**src/rtl/display_scan.sv**
```systemverilog
// Multiplexed 7-segment scanner: prescaled digit slots, anti-ghost
// dead time, leading-zero suppression, registered active-low outputs.
module display_scan #(
    parameter int DIGITS = 4,
    parameter int DIV    = 10000,
    parameter int DEAD   = 2
) (
    input  logic                  clk,
    input  logic                  reset_n,
    input  logic [4*DIGITS-1:0]   value,
    input  logic [DIGITS-1:0]     dp,
    input  logic                  load,
    input  logic                  blank_lz,
    output logic [DIGITS-1:0]     an,
    output logic [6:0]            seg,
    output logic                  dp_n
);

    localparam int CW = (DIV > 1) ? $clog2(DIV) : 1;
    localparam int IW = $clog2(DIGITS);
    localparam int DW = (DEAD > 0) ? $clog2(DEAD + 1) : 1;
    localparam logic [CW-1:0] CNT_MAX = CW'(DIV - 1);
    localparam logic [IW-1:0] IDX_MAX = IW'(DIGITS - 1);
    localparam logic [DW-1:0] DEAD_LD = DW'(DEAD);

    logic [CW-1:0]              cnt;
    logic [IW-1:0]              idx;
    logic [DW-1:0]              dead;
    logic [DIGITS-1:0][3:0]     sh_val;
    logic [DIGITS-1:0]          sh_dp;

    logic       tick;
    logic       lz_zero;
    logic       blank_cur;
    logic [3:0] nib;

    function automatic logic [6:0] hex7(input logic [3:0] n);
        logic [6:0] s;
        case (n)
            4'h0: s = 7'h40;
            4'h1: s = 7'h79;
            4'h2: s = 7'h24;
            4'h3: s = 7'h30;
            4'h4: s = 7'h19;
            4'h5: s = 7'h12;
            4'h6: s = 7'h02;
            4'h7: s = 7'h78;
            4'h8: s = 7'h00;
            4'h9: s = 7'h10;
            4'hA: s = 7'h08;
            4'hB: s = 7'h03;
            4'hC: s = 7'h46;
            4'hD: s = 7'h21;
            4'hE: s = 7'h06;
            default: s = 7'h0E;
        endcase
        return s;
    endfunction

    always_comb tick = (cnt == CNT_MAX);
    always_comb nib  = sh_val[idx];

    // Digit idx is a leading zero when it and every higher nibble are zero
    always_comb begin
        lz_zero = 1'b1;
        for (int j = 0; j < DIGITS; j++) begin
            if (IW'(j) >= idx && sh_val[j] != 4'h0) begin
                lz_zero = 1'b0;
            end
        end
    end

    always_comb blank_cur = blank_lz && (idx != '0) && lz_zero;

    always_ff @(posedge clk or negedge reset_n) begin
        if (!reset_n) begin
            cnt  <= '0;
            idx  <= '0;
            dead <= DEAD_LD;
        end else begin
            if (tick) begin
                cnt  <= '0;
                idx  <= (idx == IDX_MAX) ? '0 : idx + IW'(1);
                dead <= DEAD_LD;
            end else begin
                cnt <= cnt + CW'(1);
                if (dead != '0) begin
                    dead <= dead - DW'(1);
                end
            end
        end
    end

    always_ff @(posedge clk or negedge reset_n) begin
        if (!reset_n) begin
            sh_val <= '0;
            sh_dp  <= '0;
        end else if (load) begin
            sh_val <= value;
            sh_dp  <= dp;
        end
    end

    always_ff @(posedge clk or negedge reset_n) begin
        if (!reset_n) begin
            an   <= '1;
            seg  <= 7'h7F;
            dp_n <= 1'b1;
        end else if (dead != '0 || blank_cur) begin
            an   <= '1;
            seg  <= 7'h7F;
            dp_n <= 1'b1;
        end else begin
            an   <= ~(DIGITS'(1) << idx);
            seg  <= hex7(nib);
            dp_n <= ~sh_dp[idx];
        end
    end

endmodule

```
**config.mk**
```make
export PLATFORM = sky130hd
export DESIGN_NAME = display_scan
export DESIGN_NICKNAME = d
export VERILOG_FILES = /design/src/rtl/display_scan.sv
export SDC_FILE = /design/constraint.sdc
export NUM_CORES = 1
export LEC_CHECK = 0
export CAP_MARGIN = 20
export CORE_MARGIN = 3
export CORE_UTILIZATION = 40
export CTS_BUF_LIST = sky130_fd_sc_hd__clkbuf_16
export DETAILED_ROUTE_END_ITERATION = 7
export PLACE_DENSITY = 0.72
export SLEW_MARGIN = 20
export SYNTH_ARGS = -nofsm -noshare
export SYNTH_HDL_FRONTEND = slang
export SYNTH_SLANG_ARGS = --single-unit
```
**constraint.sdc**
```tcl
create_clock -name clk -period 6.01 [get_ports clk]
set_input_delay 0.601 -clock clk [delete_from_list [all_inputs] [get_ports clk]]
set_output_delay 0.601 -clock clk [all_outputs]
set_load 0.01 [all_outputs]
```
==> summary.md <==
| Metric | Value |
|---|---|
| Fin crit share | about two fifths |
| Syn avg cell area | approximately 13 sq um |
| Area Overhead vs Synth | 22.26% |
| Clock skew | 0.004502 ns |
| First-pass GRT wire length | about 8100 microns |
| TritonRoute pass-1 iters | 3 |
| CP Depth | 5 |
| Clk Latency, worst-skew pair | 0.28 ns |
| WL final | 4443 microns |
| Slew Limit Headroom | 42.53% |
| CTS Buf Count | 5 |
| Worst r2r src | idx[0] |
| Final hold vios | 0 |
| Worst-margin pin slew | about 0.86 ns |
| Root buffer cell | clkbuf_16 |
| R2r endpoint | seg[5] |
| Reg-to-reg slack, setup | 3.67 ns |
| RSZ-0062 raised after global routing | false |
| Post-layout util | just over 50% |
| Clock-pin slew on the worst setup and hold paths | 0.06 ns |
| Combinational power share | 13.0% |
| Fill count | 551 |
| Share of layout cells above drive strength 1 | between 20 and 25% |
| Reg2reg path depth | 5 |
| Kind of critical path | flop to flop |
| Pwr/cell area | ~260 nW/um^2 |
| Hold Buf Count CTS | 0 |
| Sequential Area | 1267 sq um |
| Crit path arrival time | 2.55 ns |
| Chip height | 84.72 microns |
| Ranking of synthesized cells by area | dfrtp_1 (37%), dfstp_2 (14%), mux2_2 (9.1%), ha_1 (6.6%), mux4_2 (4.5%) |
| Critical Path RT | slightly above 6 ns |
| Cts repair resizes | 0 |
| DR iter-0 viols | between 50 and 60 |
| Ys async rst share | 100.0% |
| Setup bufs post-CTS | 0 |
| Yosys Warn Count | 0 |
| CP delay by family, top | compound AO/OA/AOI/OAI gates |
| Post-Layout Inst Area | 3030 sq um |
| Leakage Power | 0.001290 uW |
| Core ar. | 5956 sq um |
| CP Cell Sequence | inv_1 > ha_1 > or4b_1 > o41a_1 > o211ai_1 |
| Synthesis-stage register bit count | 50 |
| Finish-stage setup viols | 0 |
| NetSw | approximately 170 uW |
| Cells after DPL | about 300 |
| PortBufs | 35 |
| Sequential share of power | 48.2% |
| Wire per inst | about 14 microns |
| Cells after Synth | 197 |
| EDFF count, synth | 0 |
| Via density | 5.111 |
| DRC Markers | 0 |
| Via count | 1569 |
| Final Slew Violations | 0 |
| Routed Antenna Nets | 0 |
| Synth Cell Area | 2479 sq um |
| Post-detail-place hpwl | 3250 microns |
| Period minus WS final | 2.342 ns |
| Die X-Extent | 84.72 microns |
| Post-synthesis sequential area ratio | 51.14% |
| Number of global-route vias before repair | 1615 |
| Worst path bufs/invs | 1 |
| Final cell count without fillers | between 300 and 400 |
| Multi-input gate area | 1129 sq um |
| Synth top area share | 37.35% |
| CP max FO | 11 |
| Ant diodes | 0 |
| Overall routing resource usage | approximately 14% |
| CP Capture Type | flop |
| Internal power | 619.8 uW |
| Mapped Nets | 234 |
| Clock power share | 38.8% |
| IO Count | 36 |
| Run status | finished clean |
| Net switching share of the total power | between 20% and 30% |
| Synth Flop Type | dfrtp_1 |
| Max-cap viol count | 0 |
| Min-Delay Path Class | input port to async pin |
| TNS Setup | 0 ns |
| Worst setup path startpoint | idx[0] |
| Max clock buf depth | 2 |
| Full die area | 7177 sq um |
| Clock sink total | 50 |
| Routability Congestion | 0.8189 |
| Htree depth | 2 |
| Post-synth top area cell | dfrtp_1 |
| Pin count of the biggest net entering global routing | slightly above 50 |
| Starting density of the core | a little over two fifths |
| Post-Place Cell Area | 2865 sq um |
| Row count | 28 |
| CTS tree | yes |
| Total grt overflow | 0 |
| Worst ir drop on vdd | 0.1293 mV |
| Initial antenna violation count | 0 |
| CP startpoint kind | flop |
| CP max stage delay | 0.60 ns |
| Final net count | roughly 270 |
| Post-synth cell types | 40 |
| Peak Freq | 426.9 MHz |
| CP max stage cell | dfrtp_1 |
[cell usage in the layout, fill, tap and decap left out, types with 6 or more instances in the layout]
cell              n
dfrtp_1          37
xor2_1           11
mux2_2           20
ha_1             13
nor2_1           12
clkdlybuf4s50_1  34
xnor2_1           6
nand2_1          15
inv_1            10
dfstp_2          13
[power by group through the flow]
stage	combinational (uW)	sequential (uW)	clock [uW]
floorplan	53.3	387	0
global placement	102	386	0
detailed placement	104	386	0
CTS	104	381	316
global route	114	384	329
finish	102	381	306
[cells by family (layout without fill, tap and decap cells)]
group | Yosys count | in the layout | synth area share, %
XOR/XNOR | 17 | 17 | 6.007
AO/OA/AOI/OAI | 17 | 17 | 5.048
flip-flops | 50 | 50 | 51.14
AND/OR/NAND/NOR | 57 | 57 | 12.62
buffers and inverters | 16 | 51 | 3.332
multiplexers | 27 | 27 | 15.30
adder cells (fa/ha/maj) | 13 | 13 | 6.563
[registers in the layout (all words and copies together), names as in the netlist]
register  count
dead          2
sh_val       16
dp_n          1
idx           2
an            4
sh_dp         4
seg           7
cnt          14
[through the flow]
step | hold WS (ns) | total power, uW | setup WS (ns)
floorplan | 0.3054 | 439.9 | 3.953
global placement | 0.4751 | 488.3 | 3.729
detailed placement | 0.4840 | 490.5 | 3.664
CTS | 0.4972 | 800.7 | 3.659
global route | 0.3941 | 826.9 | 3.507
finish | 0.3405 | 789.2 | 3.668
[cell usage after synthesis (3+ instances only)]
master	instances
buf_2	3
dfrtp_1	37
dfstp_2	13
ha_1	13
inv_1	8
mux2_2	20
mux4_2	5
nand2_1	15
nand3_1	5
nand4_1	5
nor2_1	12
nor3_1	4
nor4_1	3
o211ai_1	4
xnor2_1	6
xor2_1	11
[how the worst max path moves through the flow]
stage | endpoint | slack [ns]
global route | seg[5] | 3.51
global placement | seg[5] | 3.73
finish | seg[5] | 3.67
detailed placement | seg[5] | 3.66
CTS | seg[5] | 3.66
floorplan | seg[1] | 3.95
[cell type report]
cell class	instances	area share (%)
clock inverter	3	1.239
inverter	8	0.9909
multi-input combinational	131	37.24
timing repair buffer	35	11.48
tap	75	3.097
clock buffer	5	4.129
sequential	50	41.83
[layer usage]
metal  track usage (%)  vias to the layer above  share of wire, %  wire, microns
met5                 0                        -                 0              0
met4             5.180                        0               1.6             71
met3             3.533                        5               4.0            179
met2             20.78                       29                45           2003
met1             19.97                      767                49           2188
li1                  -                      768                 -              -
(Power assumes the default switching activity.)
